`src/rtl/dds_sweep_ctrl_pkg.sv`:
```
// Shared constants and types for the DDS sweep controller.
package dds_sweep_ctrl_pkg;

  localparam logic [1:0] ADDR_FTW_START = 2'd0;
  localparam logic [1:0] ADDR_FTW_STEP  = 2'd1;
  localparam logic [1:0] ADDR_STEP_CNT  = 2'd2;
  localparam logic [1:0] ADDR_DWELL     = 2'd3;

  typedef enum logic [1:0] {
    StIdle,
    StRun,
    StDrain
  } sweep_state_e;

  localparam int unsigned PIPE_DEPTH_DEFAULT = 14;

  // Phase-in to sin/cos latency of cordic_dds.
  function automatic int unsigned dds_lat(input int unsigned pipe_depth);
    return pipe_depth + 2;
  endfunction

  localparam int unsigned LAT = dds_lat(PIPE_DEPTH_DEFAULT);

endpackage

```
`src/rtl/dds_sweep_ctrl_if.sv`:
```
// Host/DDS-facing signal bundle of the sweep controller.
interface dds_sweep_ctrl_if #(
  parameter int unsigned DW    = 16,
  parameter int unsigned ACC_W = 32
);
  logic             cfg_we;
  logic [1:0]       cfg_addr;
  logic [ACC_W-1:0] cfg_wdata;
  logic             start;
  logic             stop;
  logic             busy;
  logic             done;
  logic [DW-1:0]    phase_out;
  logic             phase_vld;
  logic             out_vld;
  logic [15:0]      tone_idx;

  modport master (
    output cfg_we, cfg_addr, cfg_wdata, start, stop,
    input  busy, done, phase_out, phase_vld, out_vld, tone_idx
  );

  modport slave (
    input  cfg_we, cfg_addr, cfg_wdata, start, stop,
    output busy, done, phase_out, phase_vld, out_vld, tone_idx
  );
endinterface

```
`src/rtl/dds_sweep_ctrl_vld_delay.sv`:
```
// Depth-stage 1-bit shift register that aligns the sweep valid flag with DDS outputs.
module dds_vld_delay #(
  parameter int unsigned Depth = 16
) (
  input  logic clk,
  input  logic rst_n,
  input  logic vld_i,
  output logic vld_o
);

  logic [Depth-1:0] sr_q;

  always_ff @(posedge clk or negedge rst_n) begin
    if (!rst_n) begin
      sr_q <= '0;
    end else begin
      sr_q[0] <= vld_i;
      for (int i = 1; i < Depth; i++) begin
        sr_q[i] <= sr_q[i-1];
      end
    end
  end

  assign vld_o = sr_q[Depth-1];

endmodule

```
`src/rtl/dds_sweep_ctrl.sv`:
```
// Phase accumulator plus stepped frequency-sweep FSM feeding cordic_dds.
// Define DDS_SWEEP_CONT_PHASE_EN to keep the accumulator across sweep starts.
module dds_sweep_ctrl
  import dds_sweep_ctrl_pkg::*;
#(
  parameter int unsigned DW         = 16,
  parameter int unsigned ACC_W      = 32,
  parameter int unsigned PIPE_DEPTH = 14
) (
  input logic              clk,
  input logic              rst_n,
  dds_sweep_ctrl_if.slave  ctrl_if
);

  localparam int unsigned Lat       = dds_lat(PIPE_DEPTH);
  localparam logic [15:0] DrainLast = 16'(Lat - 1);

  sweep_state_e     state_q, state_d;
  logic [ACC_W-1:0] ftw_start_q, ftw_start_d;
  logic [ACC_W-1:0] ftw_step_q, ftw_step_d;
  logic [15:0]      step_cnt_q, step_cnt_d;
  logic [15:0]      dwell_q, dwell_d;
  logic [ACC_W-1:0] acc_q, acc_d;
  logic [ACC_W-1:0] ftw_q, ftw_d;
  logic [15:0]      tone_idx_q, tone_idx_d;
  logic [15:0]      dwell_cnt_q, dwell_cnt_d;
  logic [15:0]      drain_cnt_q, drain_cnt_d;
  logic [DW-1:0]    phase_q, phase_d;
  logic             done_q, done_d;
  logic             phase_vld;

  always_ff @(posedge clk or negedge rst_n) begin
    if (!rst_n) begin
      state_q     <= StIdle;
      ftw_start_q <= '0;
      ftw_step_q  <= '0;
      step_cnt_q  <= '0;
      dwell_q     <= 16'd1;
      acc_q       <= '0;
      ftw_q       <= '0;
      tone_idx_q  <= '0;
      dwell_cnt_q <= '0;
      drain_cnt_q <= '0;
      phase_q     <= '0;
      done_q      <= 1'b0;
    end else begin
      state_q     <= state_d;
      ftw_start_q <= ftw_start_d;
      ftw_step_q  <= ftw_step_d;
      step_cnt_q  <= step_cnt_d;
      dwell_q     <= dwell_d;
      acc_q       <= acc_d;
      ftw_q       <= ftw_d;
      tone_idx_q  <= tone_idx_d;
      dwell_cnt_q <= dwell_cnt_d;
      drain_cnt_q <= drain_cnt_d;
      phase_q     <= phase_d;
      done_q      <= done_d;
    end
  end

  always_comb begin
    state_d     = state_q;
    ftw_start_d = ftw_start_q;
    ftw_step_d  = ftw_step_q;
    step_cnt_d  = step_cnt_q;
    dwell_d     = dwell_q;
    acc_d       = acc_q;
    ftw_d       = ftw_q;
    tone_idx_d  = tone_idx_q;
    dwell_cnt_d = dwell_cnt_q;
    drain_cnt_d = drain_cnt_q;
    phase_d     = phase_q;
    done_d      = 1'b0;

    unique case (state_q)
      StIdle: begin
        if (ctrl_if.cfg_we) begin
          unique case (ctrl_if.cfg_addr)
            ADDR_FTW_START: ftw_start_d = ctrl_if.cfg_wdata;
            ADDR_FTW_STEP:  ftw_step_d  = ctrl_if.cfg_wdata;
            ADDR_STEP_CNT:  step_cnt_d  = ctrl_if.cfg_wdata[15:0];
            ADDR_DWELL:     dwell_d     = (ctrl_if.cfg_wdata[15:0] == 16'd0) ?
                                          16'd1 : ctrl_if.cfg_wdata[15:0];
            default: ;
          endcase
        end
        if (ctrl_if.start && !ctrl_if.stop) begin
          state_d     = StRun;
`ifdef DDS_SWEEP_CONT_PHASE_EN
          acc_d       = acc_q;
`else
          acc_d       = '0;
`endif
          ftw_d       = ftw_start_q;
          tone_idx_d  = '0;
          dwell_cnt_d = dwell_q - 16'd1;
        end
      end
      StRun: begin
        acc_d   = acc_q + ftw_q;
        phase_d = acc_q[ACC_W-1 -: DW];
        if (ctrl_if.stop) begin
          state_d     = StDrain;
          drain_cnt_d = '0;
        end else if (dwell_cnt_q != 16'd0) begin
          dwell_cnt_d = dwell_cnt_q - 16'd1;
        end else if (tone_idx_q < step_cnt_q) begin
          ftw_d       = ftw_q + ftw_step_q;
          tone_idx_d  = tone_idx_q + 16'd1;
          dwell_cnt_d = dwell_q - 16'd1;
        end else begin
          state_d     = StDrain;
          drain_cnt_d = '0;
        end
      end
      StDrain: begin
        // Hold off IDLE until the last valid phase has left the DDS pipeline.
        if (drain_cnt_q == DrainLast) begin
          state_d = StIdle;
          done_d  = 1'b1;
        end else begin
          drain_cnt_d = drain_cnt_q + 16'd1;
        end
      end
      default: state_d = StIdle;
    endcase
  end

  assign phase_vld         = (state_q == StRun);
  assign ctrl_if.phase_vld = phase_vld;
  assign ctrl_if.busy      = (state_q != StIdle);
  assign ctrl_if.done      = done_q;
  assign ctrl_if.tone_idx  = tone_idx_q;
  assign ctrl_if.phase_out = phase_vld ? acc_q[ACC_W-1 -: DW] : phase_q;

  dds_vld_delay #(
    .Depth (Lat)
  ) u_vld_delay (
    .clk   (clk),
    .rst_n (rst_n),
    .vld_i (phase_vld),
    .vld_o (ctrl_if.out_vld)
  );

endmodule

```
`src/flat_wrapper.sv`:
```
// flat-port wrapper written by rule: the top's interface ports become plain ports
module dds_sweep_ctrl_flat import dds_sweep_ctrl_pkg::*;
#(
  parameter int unsigned DW         = 16,
  parameter int unsigned ACC_W      = 32,
  parameter int unsigned PIPE_DEPTH = 14
)
  (clk, rst_n, ctrl_if_cfg_we, ctrl_if_cfg_addr, ctrl_if_cfg_wdata, ctrl_if_start, ctrl_if_stop, ctrl_if_busy, ctrl_if_done, ctrl_if_phase_out, ctrl_if_phase_vld, ctrl_if_out_vld, ctrl_if_tone_idx);
  dds_sweep_ctrl_if #(.DW(DW), .ACC_W(ACC_W)) ctrl_if_i ();
  input logic clk;
  input logic rst_n;
  input wire logic [$bits(ctrl_if_i.cfg_we)-1:0] ctrl_if_cfg_we;
  input wire logic [$bits(ctrl_if_i.cfg_addr)-1:0] ctrl_if_cfg_addr;
  input wire logic [$bits(ctrl_if_i.cfg_wdata)-1:0] ctrl_if_cfg_wdata;
  input wire logic [$bits(ctrl_if_i.start)-1:0] ctrl_if_start;
  input wire logic [$bits(ctrl_if_i.stop)-1:0] ctrl_if_stop;
  output wire logic [$bits(ctrl_if_i.busy)-1:0] ctrl_if_busy;
  output wire logic [$bits(ctrl_if_i.done)-1:0] ctrl_if_done;
  output wire logic [$bits(ctrl_if_i.phase_out)-1:0] ctrl_if_phase_out;
  output wire logic [$bits(ctrl_if_i.phase_vld)-1:0] ctrl_if_phase_vld;
  output wire logic [$bits(ctrl_if_i.out_vld)-1:0] ctrl_if_out_vld;
  output wire logic [$bits(ctrl_if_i.tone_idx)-1:0] ctrl_if_tone_idx;
  assign ctrl_if_i.cfg_we = ctrl_if_cfg_we;
  assign ctrl_if_i.cfg_addr = ctrl_if_cfg_addr;
  assign ctrl_if_i.cfg_wdata = ctrl_if_cfg_wdata;
  assign ctrl_if_i.start = ctrl_if_start;
  assign ctrl_if_i.stop = ctrl_if_stop;
  assign ctrl_if_busy = ctrl_if_i.busy;
  assign ctrl_if_done = ctrl_if_i.done;
  assign ctrl_if_phase_out = ctrl_if_i.phase_out;
  assign ctrl_if_phase_vld = ctrl_if_i.phase_vld;
  assign ctrl_if_out_vld = ctrl_if_i.out_vld;
  assign ctrl_if_tone_idx = ctrl_if_i.tone_idx;
  dds_sweep_ctrl #(.DW(DW), .ACC_W(ACC_W), .PIPE_DEPTH(PIPE_DEPTH)) u_core (.clk(clk), .rst_n(rst_n), .ctrl_if(ctrl_if_i));
endmodule
```
`config.mk`:
```
export PLATFORM = sky130hd
export DESIGN_NAME = dds_sweep_ctrl_flat
export DESIGN_NICKNAME = d
export VERILOG_FILES = /design/src/rtl/dds_sweep_ctrl_pkg.sv /design/src/rtl/dds_sweep_ctrl_if.sv /design/src/rtl/dds_sweep_ctrl_vld_delay.sv /design/src/rtl/dds_sweep_ctrl.sv /design/src/flat_wrapper.sv
export SDC_FILE = /design/constraint.sdc
export NUM_CORES = 1
export LEC_CHECK = 0
export CAP_MARGIN = 30
export CORE_UTILIZATION = 55
export DETAILED_ROUTE_END_ITERATION = 16
export PLACE_DENSITY = 0.78
export SKIP_CTS_REPAIR_TIMING = 1
export SYNTH_ARGS = -nofsm -noshare
export SYNTH_HDL_FRONTEND = slang
export SYNTH_SLANG_ARGS = --single-unit
```
`constraint.sdc`:
```
create_clock -name clk -period 2.9 [get_ports clk]
set_input_delay 0.29 -clock clk [delete_from_list [all_inputs] [get_ports clk]]
set_output_delay 0.29 -clock clk [all_outputs]
set_load 0.01 [all_outputs]
```
* Word-level counts from Yosys, hierarchy flattened
Index checks and enable logic that the tools add are counted.
** Cells by class
- Reduce and logical (&&, ||, !) cells :: 18
- Eq/ne operators :: 15
- Muxes and demuxes :: 32
- Magnitude comparators :: 1
- $add $sub $neg :: 6
** Operators with widths (count)
- 2-to-1 mux 16 bit :: 14
- 2-to-1 mux 32 bit :: 5
- one-hot mux 32 bit (2 select lines) :: 2
- one-hot mux 16 bit (2 select lines) :: 3
- adder 32 bit :: 2
- adder 16 x 1 -> 16 bit (second input constant) :: 2
- subtractor 16 x 1 -> 16 bit (second input constant) :: 2
- equality test 16 x 4 -> 1 bit (second input constant) :: 1
- logical NOT 16 bit :: 1
- < comparator 16 bit :: 1
- nonzero test 16 bit :: 1
- AND reduction 3 bit :: 4
- AND reduction 4 bit :: 3
- 2-to-1 mux 2 bit :: 5
- != test 3 bit (second input constant) :: 3
- != test 2 bit (second input constant) :: 4
- equality test 2 bit (second input constant) :: 3
- one-hot mux 2 bit (3 select lines) :: 1
- nonzero test 2 bit :: 3
- AND reduction 5 bit :: 1
- equality test 2 x 1 -> 1 bit (second input constant) :: 2
- logical NOT 2 bit :: 2
- != test 2 x 1 -> 1 bit (second input constant) :: 2
- 2-to-1 mux 1 bit :: 2
- 3 further kinds :: 3
** Storage, ports and cells
- Word-level logic and storage cells :: 85
- Register bits after elaboration :: 243
- Output and inout port bits :: 36
- Input port bits :: 39

* Longest topological paths before layout
Gate-level depths: netlist (run 1).
- Depth after elaboration :: 5
- Gate-level depth with buffers :: 13
- Depth with buffers taken out :: 12

* Cells and area by module
Synthesis (run 1) repeated with hierarchy kept, for this count alone.
** Unflattened totals
- Cells, all modules :: 1384
- Area total of the unflattened synthesis :: 13417.9 um2
** By module, submodules not included
- dds_sweep_ctrl :: times used 1, cells an instance 1368, area each 13017.5 um2, seq. area each 5681.7 um2
- dds_vld_delay :: times used 1, cells an instance 16, area each 400.4 um2, seq. area each 400.4 um2

* Worst setup path before layout (run 1)
Ideal clock, no wire load.
- Path type :: flip-flop to flip-flop
- Start point :: register u_core.ftw_q[0]
- End point :: register u_core.acc_q[28]
- Required time :: 2779 ps
- Arrival :: 2702 ps
- Stages on the path, launching flop included :: 12
- Setup time :: 121 ps
- Buffers on the path :: 0
- Path slack :: 77 ps
- Period minus slack after synthesis :: 2823 ps
- Cell sequence :: dfrtp_1 ha_1 inv_1 fa_1 nor2b_1 o31a_1 o211a_1 or2_4 a221o_1 and4_4 or4_1 a22o_1
** On the way
- Longest elaborated chain between the ends :: 2
** RTL lines
- start, declared :: RTL line dds_sweep_ctrl.sv:24 : logic [ACC_W-1:0] ftw_q, ftw_d;
- start signal, assigned :: RTL line dds_sweep_ctrl.sv:53 : ftw_q <= ftw_d;
- adder 32 bit :: RTL line dds_sweep_ctrl.sv:101 : acc_d = acc_q + ftw_q;
- one-hot mux 32 bit (2 select lines) :: RTL line dds_sweep_ctrl.sv:76 : unique case (state_q)
- end signal, assigned :: RTL line dds_sweep_ctrl.sv:39 : acc_q <= '0;
- end signal, assigned :: RTL line dds_sweep_ctrl.sv:52 : acc_q <= acc_d;
- end, declared :: RTL line dds_sweep_ctrl.sv:23 : logic [ACC_W-1:0] acc_q, acc_d;
Every way passes these cells.
A chain may end at the register's enable or synchronous reset.

* Worst setup path after layout (run 1)
Same ends and word-level chain as after synthesis.

==> results of run 1 <==
==> final cells by class <==
class	instances	area (um^2)	share of cell area (%)
sequential	243	6080	37.5
clock buffer	35	756	4.66
clock inverter	14	226	1.40
timing repair buffer	135	1250	7.71
tap	324	405	2.50
inverter	43	161	0.995
multi-input combinational	1060	7340	45.2
==> power by group through the flow <==
stage	clock, W	sequential, W	combinational (W)
final	0.00372	0.00597	0.0104
after global routing	0.00390	0.00613	0.0115
after CTS	0.00377	0.00592	0.00990
after detailed placement	0	0.00596	0.00978
after global placement	0	0.00588	0.00949
after floorplan	0	0.00555	0.00730
==> cell families (layout without fill, tap and decap cells) <==
group	count (synthesis)	in the layout	synth area share [%]
multiplexers	91	91	7.45
flip-flops	243	243	44.7
AND/OR/NAND/NOR	452	452	15.7
buffers and inverters	97	227	2.77
adder cells (fa/ha/maj)	84	84	7.84
XOR/XNOR	73	73	4.70
AO/OA/AOI/OAI	360	360	16.8
==> sequential cells by signal (all words and copies together) (netlist names) <==
register,count
u_core.acc_q,32
u_core.ftw_q,32
u_core.ftw_start_q,32
u_core.ftw_step_q,32
u_core.ctrl_if.tone_idx,16
u_core.drain_cnt_q,16
u_core.dwell_cnt_q,16
u_core.dwell_q,16
u_core.phase_q,16
u_core.step_cnt_q,16
u_core.u_vld_delay.sr_q,16
u_core.state_q,2
u_core.ctrl_if.done,1
==> per-layer routing <==
| layer | vias up | global-route usage, % |
|---|---|---|
| met5 | - | 0 |
| met3 | 63 | 3.36 |
| met2 | 347 | 42.3 |
| met1 | 5457 | 36.1 |
| li1 | 5291 | - |
| met4 | 0 | 8.00 |
==> placed cells by master, fill, tap and decap left out, types with 39 or more instances in the layout <==
master	count
sky130_fd_sc_hd__mux2_2	82
sky130_fd_sc_hd__ha_1	76
sky130_fd_sc_hd__a21oi_1	68
sky130_fd_sc_hd__nor2_1	92
sky130_fd_sc_hd__clkdlybuf4s50_1	73
sky130_fd_sc_hd__inv_1	41
sky130_fd_sc_hd__dfrtp_1	241
sky130_fd_sc_hd__nand2_1	176
sky130_fd_sc_hd__buf_4	55
sky130_fd_sc_hd__o21ai_0	116
sky130_fd_sc_hd__nand3_1	39
==> how the worst max path moves through the flow <==
stage	start	endpoint	cells past startpoint
after floorplan	u_core.ftw_q[0]$_DFFE_PN0P_	u_core.acc_q[28]$_DFFE_PN0P_	11
after global placement	u_core.ftw_q[0]$_DFFE_PN0P_	u_core.ftw_q[26]$_DFFE_PN0P_	11
after detailed placement	u_core.ftw_q[0]$_DFFE_PN0P_	u_core.ftw_q[26]$_DFFE_PN0P_	11
after CTS	u_core.ftw_q[0]$_DFFE_PN0P_	u_core.ftw_q[26]$_DFFE_PN0P_	11
after global routing	u_core.ftw_q[0]$_DFFE_PN0P_	u_core.acc_q[28]$_DFFE_PN0P_	11
final	u_core.ftw_q[0]$_DFFE_PN0P_	u_core.acc_q[28]$_DFFE_PN0P_	11
==> metrics by stage <==
stage,area (um^2),power [W],instances,hold WS (ps)
2_1_floorplan,13600,0.0129,1400,-5.59
3_3_place_gp,15000,0.0154,1799,319
3_5_place_dp,15000,0.0157,1799,310
4_1_cts,16000,0.0196,1848,-260
5_1_grt,16200,0.0215,1854,353
6_report,16200,0.0201,1854,303
==> results.txt, run 1 <==
----------------------------------------------------
[Routing]
  Number of design rule violations left after detail routing ... 0
  Highest layer used for signal routing ... met4
  Via-to-Cell Ratio ... 6.02
  Post-DR wirelength/cell ... between 15 and 20 um
  Total routed wirelength ... about 33000 um
  1st-pass router iterations ... 5
  Length of routed wiring on met1 ... ~15000 um
  Met2 wirelength from detailed routing ... between 15000 and 20000 um
  Post-DRT Antenna Nets ... 0
  Count of routing violations after the opening detailed-route iteration ... between 700 and 800
  Met3 wire len ... roughly 1900 um
  Vias post-DR ... 11200

[Timing]
  Count of final setup violators ... 2
  Worst slew margin ... ~55%
  Final critical delay including setup and external delays ... 2950 ps
  Final hold violation count ... 0
  Portion of the clock cycle consumed by the worst path in the final layout ... 102%
  Slew at the pin closest to its max-slew limit ... roughly 670 ps
  RSZ-0062 raised after global routing ... true
  PnR worst setup slack ... -50.1 ps
  Clock Skew ... 21.2 ps
  Final Slew Violations ... 0
  Setup TNS ... -51.2 ps
  Max Freq ... 339 MHz

[Place]
  Dpl hpwl ... 22600 um
  Port buffer count ... 74
  Placer Congestion ... ~0.9
  Pre-CTS WS ... -248 ps

[Logic synthesis]
  Portion of synthesized cell area occupied by the leading cell type ... between 40 and 50%
  Most instantiated flip-flop cell in the synthesis netlist ... sky130_fd_sc_hd__dfrtp_1
  Cell taking the most area after synthesis ... sky130_fd_sc_hd__dfrtp_1
  Most numerous cell in the Yosys netlist ... sky130_fd_sc_hd__dfrtp_1
  Async S/R FF share, synth ... 100%
  Number of storage elements in the synthesis netlist ... 243
  Sequential cell area fraction in the yosys report ... between 40% and 50%
  Syn avg cell area ... between 9 and 10 um^2
  Number of enable flip-flop cells after synthesis ... 0
  Top post-synthesis cells by count ... 242 x sky130_fd_sc_hd__dfrtp_1, 176 x sky130_fd_sc_hd__nand2_1, 117 x sky130_fd_sc_hd__o21ai_0
  Number of cells produced by synthesis ... 1400
  Top cells by area in the synthesized netlist ... sky130_fd_sc_hd__dfrtp_1 45%, sky130_fd_sc_hd__ha_1 7.5%, sky130_fd_sc_hd__mux2_2 6.8%
  Area of the mapped netlist ... roughly 0.014 mm^2
  Number of distinct library cell variants in the gate-level netlist after synthesis ... 73
  Number of warnings printed during yosys synthesis ... 0
  Synthesized netlist net count ... between 1500 and 2000

[Worst setup path]
  Slowest cell on crit path ... sky130_fd_sc_hd__dfrtp_1
  Kind of start point of the critical path ... flip-flop
  Category of cells accounting for the largest share of critical-path delay ... compound AO/OA/AOI/OAI gates
  Critical path data required time ... 3330 ps
  Slack of the worst reg-to-reg path ... -50 ps
  Slowest stage delay, CP ... 410 ps
  Buffers & Inverters on Critical Path ... 1
  Reg2reg end ... u_core.acc_q[28]$_DFFE_PN0P_
  Critical path data arrival time ... roughly 3400 ps
  Reg2reg start ... u_core.ftw_q[0]$_DFFE_PN0P_
  Endpoint type of the worst setup path ... flip-flop
  Cell-by-cell listing of the critical path ... ha_2 -> inv_2 -> fa_2 -> nor2b_2 -> o31a_1 -> o211a_1 -> or2_4 -> a221o_1 -> and4_4 -> or4_1 -> a22o_1
  Register-to-Register Path Depth ... 11
  WS Path Type ... flip-flop to flip-flop
  Largest fanout of any net on the critical path ... 3

[Clock tree]
  TritonCTS clock tree ... built
  Sinks on Clock Net ... roughly 240
  Root buffer cell ... sky130_fd_sc_hd__clkbuf_16
  Post-CTS clock slew at the launch and capture registers of the worst setup and hold paths ... roughly 60 ps
  CTS max path bufs ... 3
  Clk Latency, worst-skew pair ... 560 ps
  CTS HTree Levels ... 1
  Clock buffer count from CTS ... 27

[GRT]
  Total global-route track usage ... 25.9%
  Largest net degree at the start of global routing ... between 100 and 150
  Global-route wire length before repair ... around 54000 um
  Number of global-route vias before repair ... 10800
  Residual overflow from global routing ... 0
  Initial antenna violation count ... 0

[Power and ir drop]
  Switching component of the power ... between 0.008 and 0.009 W
  Relative contribution of combinational cells to total power ... slightly above 50%
  Static Leakage ... between 7 and 8 nW
  Maximum VDD drop ... 0.000609 V
  Seq pwr share ... 29.7%
  Cell-internal power ... approximately 0.012 W
  Clock Power Share ... a little under a fifth
  Switching fraction of total power ... 40.6%
  P per Cell Area ... 1240 mW/mm^2

[Flow run]
  Max-cap check violation count ... 0

[Die]
  Std-Cell Rows ... 57
  Ports ... 75
  CORE AREA ... 0.0243 mm^2
  Initial standard-cell utilization of the core ... 55.9%
  Die W ... roughly 160 um
  Die outline area ... 0.0254 mm^2
  Die Height ... around 160 um

[Outcome]
  Outcome ... complete, but fails checks
  Failing checks ... negative setup slack

[Cells and area]
  Number of nets in the layout ... approximately 1600
  Filler Cells Inserted ... ~1800
  Final core utilization ... between 60% and 70%
  Layout cells sized above 1 ... 16.3%
  Count of inserted antenna diode cells ... 0
  Post-synthesis to final-layout area growth ... 19.3%

[Worst hold path]
  Type of the most critical hold path ... primary input to asynchronous set/reset pin

----------------------------------------------------
(Power assumes the default switching activity.)
==> run 2, diff against run 1 <==
--- a/config.mk
+++ b/config.mk
@@ -7,6 +7,7 @@
 export LEC_CHECK = 0
 export CAP_MARGIN = 30
 export CORE_UTILIZATION = 55
+export CTS_CLUSTER_DIAMETER = 200
 export DETAILED_ROUTE_END_ITERATION = 16
 export PLACE_DENSITY = 0.78
 export SKIP_CTS_REPAIR_TIMING = 1
==> results of run 2 <==
Final layout, timing and power as in run 1 (identical DEF).
==> run 3, diff against run 2 <==
--- a/config.mk
+++ b/config.mk
@@ -10,6 +10,7 @@
 export CTS_CLUSTER_DIAMETER = 200
 export DETAILED_ROUTE_END_ITERATION = 16
 export PLACE_DENSITY = 0.78
+export REMOVE_ABC_BUFFERS = 1
 export SKIP_CTS_REPAIR_TIMING = 1
 export SYNTH_ARGS = -nofsm -noshare
 export SYNTH_HDL_FRONTEND = slang
==> run 3 against run 2 <==
Effect of this change:
- the flow still finishes with violations (negative setup slack)
- critical path depth did not move
- highest routed layer unchanged
- core utilization rose by 0.16 points
- die area did not move
- first-iteration DRC count rose by 22%
- routed wire length rose by 3.3%
- cell count rose by 0.43%
- critical endpoint unchanged
- largest cell class unchanged
- clock skew rose by 2.7 ps
- register-to-register slack got worse by 80 ps
- flip-flop and latch count did not move
- count of clock-buffer cells in the layout rose by 2
- maximum frequency fell by 2.7%
- sequential share of layout area fell by 0.092 points
==> results.txt, run 3 (same netlist as run 1, synthesis figures left out) <==
----------------------------------------------------
[Timing]
  Count of final setup violators ... 4 (+2)
  Clock Skew ... 23.9 ps (+2.74 ps)
  Portion of the clock cycle consumed by the worst path in the final layout ... 105% (+2.8 points)
  RSZ-0062 raised after global routing ... true
  PnR worst setup slack ... -131 ps (-81.3 ps)
  Max Freq ... 330 MHz (-2.7%)
  Worst slew margin ... 57.2% (+1.9 points)
  Final hold violation count ... 0 (unchanged)
  Slew at the pin closest to its max-slew limit ... 639 ps (-30.6 ps)
  Final Slew Violations ... 0 (unchanged)
  Final critical delay including setup and external delays ... 3030 ps (+81.3 ps)
  Tightest hold margin ... 285 ps (-17.2 ps)

[Routing]
  Number of design rule violations left after detail routing ... 0 (unchanged)
  1st-pass router iterations ... 5 (unchanged)
  Post-DR wirelength/cell ... 18.3 um (+2.9%)
  Vias post-DR ... 11200 (+0.39%)
  Via-to-Cell Ratio ... 6.02 (about the same)
  Count of routing violations after the opening detailed-route iteration ... 894 (+22%)
  Post-DRT Antenna Nets ... 0 (unchanged)
  Total routed wirelength ... 34000 um (+3.3%)

[Clock tree]
  Clock buffer count from CTS ... 27 (unchanged)
  CTS HTree Levels ... 1 (unchanged)
  Sinks on Clock Net ... 243 (unchanged)
  CTS max path bufs ... 3 (unchanged)
  TritonCTS clock tree ... built
  Clk Latency, worst-skew pair ... 550 ps (about the same)
  Post-CTS clock slew at the launch and capture registers of the worst setup and hold paths ... 60 ps (about the same)
  Root buffer cell ... sky130_fd_sc_hd__clkbuf_16

[Cells and area]
  Count of inserted antenna diode cells ... 0 (unchanged)
  Final core utilization ... 66.9% (+0.16 points)
  Post-synthesis to final-layout area growth ... 19.6%
  Most common cell after layout, fill and taps aside ... sky130_fd_sc_hd__dfrtp_1
  Most used cells in the layout excluding fill and tap cells ... 241 x sky130_fd_sc_hd__dfrtp_1, 176 x sky130_fd_sc_hd__nand2_1, 111 x sky130_fd_sc_hd__o21ai_0
  Layout cells sized above 1 ... 16.3% (+0.045 points)
  Final non-filler cell total ... 1862 (+0.43%)
  Number of nets in the layout ... 1641 (+0.49%)

[Worst hold path]
  Type of the most critical hold path ... primary input to asynchronous set/reset pin

[Die]
  Std-Cell Rows ... 57 (unchanged)
  Initial standard-cell utilization of the core ... 55.9% (unchanged)
  Ports ... 75 (unchanged)
  Die W ... 159 um (unchanged)
  CORE AREA ... 0.0243 mm^2 (unchanged)
  Die Height ... 159 um (unchanged)
  Die outline area ... 0.0254 mm^2 (unchanged)

[Worst setup path]
  Endpoint type of the worst setup path ... flip-flop
  Kind of start point of the critical path ... flip-flop
  Slowest stage delay, CP ... 410 ps (about the same)
  Reg2reg end ... u_core.acc_q[28]$_DFFE_PN0P_
  WS Path Type ... flip-flop to flip-flop
  Largest fanout of any net on the critical path ... 3 (unchanged)
  Cell-by-cell listing of the critical path ... ha_2 -> inv_2 -> fa_2 -> nor2b_2 -> o31a_1 -> o211a_1 -> or2_4 -> a221o_1 -> and4_4 -> or4_4 -> a22o_1
  Register-to-Register Path Depth ... 11 (unchanged)
  Critical path data required time ... 3320 ps (about the same)
  Slowest cell on crit path ... sky130_fd_sc_hd__dfrtp_1
  Critical path data arrival time ... 3450 ps (+70 ps)
  Reg2reg start ... u_core.ftw_q[0]$_DFFE_PN0P_
  Slack of the worst reg-to-reg path ... -130 ps (-80 ps)

[GRT]
  Total global-route track usage ... 26.7% (+0.78 points)
  Number of global-route vias before repair ... 11000 (+2.5%)
  Residual overflow from global routing ... 0 (unchanged)
  Largest net degree at the start of global routing ... 108 (unchanged)
  Global-route wire length before repair ... 55500 um (+2.9%)
  Initial antenna violation count ... 0 (unchanged)

[Place]
  Dpl hpwl ... 23100 um (+2.4%)
  Cell count after placement ... 1809 (+0.56%)
  Port buffer count ... 74 (unchanged)
  Placer Congestion ... 0.902 (-1.3%)
  Pre-CTS WS ... -115 ps (+133 ps)

[Power and ir drop]
  Maximum VDD drop ... 0.000606 V (-0.47%)
  P per Cell Area ... 1240 mW/mm^2 (about the same)
  Static Leakage ... 7.47 nW (+0.25%)
  Design Power ... 0.0202 W (+0.26%)

[Flow run]
  Max-cap check violation count ... 0 (unchanged)

[Outcome]
  Failing checks ... negative setup slack
  Outcome ... complete, but fails checks

----------------------------------------------------
==> run 3: cell types whose count changed in the layout (fill, tap and decap cells not counted), sizes merged <==
cell,delta
buf,+8
bufinv,-2
clkbuf,+2
clkinv,+1
clkinvlp,-1
==> run 3: where the power goes <==
group	total (W)	internal, W	switching, W
combinational	0.0107	0.00502	0.00570
sequential	0.00593	0.00482	0.00111
clock	0.00354	0.00211	0.00143
==> run 3: worst max-delay path by stage <==
stage	cells after the start	startpoint	endpoint
2_1_floorplan	7	u_core.state_q[1]$_DFFE_PN0P_	u_core.ftw_q[30]$_DFFE_PN0P_
5_1_grt	11	u_core.ftw_q[0]$_DFFE_PN0P_	u_core.acc_q[28]$_DFFE_PN0P_
3_5_place_dp	11	u_core.ftw_q[0]$_DFFE_PN0P_	u_core.ftw_q[26]$_DFFE_PN0P_
3_3_place_gp	11	u_core.ftw_q[0]$_DFFE_PN0P_	u_core.acc_q[28]$_DFFE_PN0P_
6_report	11	u_core.ftw_q[0]$_DFFE_PN0P_	u_core.acc_q[28]$_DFFE_PN0P_
4_1_cts	11	u_core.ftw_q[0]$_DFFE_PN0P_	u_core.ftw_q[26]$_DFFE_PN0P_
==> run 3: per-stage QoR <==
stage / setup TNS (ps) / cell area [um^2]
final: -321 / 16300
after floorplan: -216840 / 13400
after global routing: -865 / 16300
after detailed placement: -424 / 15100
after global placement: -114 / 15100
after CTS: -647 / 16000
==> run 3: metal layers <==
layer	track usage [%]	part of all wire (%)	vias up	routed length, um
met5	0	0	-	0
li1	-	-	5298	-
met4	7.04	2.4	0	817
met1	37.1	45	5458	15100
met2	44.1	47	379	16100
met3	3.59	5.7	67	1950
==> run 3: area by class of cell <==
class / instances / area (um^2)
inverters: 43 / 161
clock inverters: 12 / 145
flip-flops and latches: 243 / 6080
repair buffers: 143 / 1330
clock buffers: 37 / 763
fillers: 1838 / 8060
multi-input cells: 1060 / 7370
well taps: 324 / 405
==> run 3: critical path: cells and delay by family (launching register included) <==
family | cells | cell delay (ps)
buf+inv | 1 | 60
fa+ha+maj | 2 | 410
flops | 1 | 410
simple gates | 4 | 890
compound gates | 4 | 1140
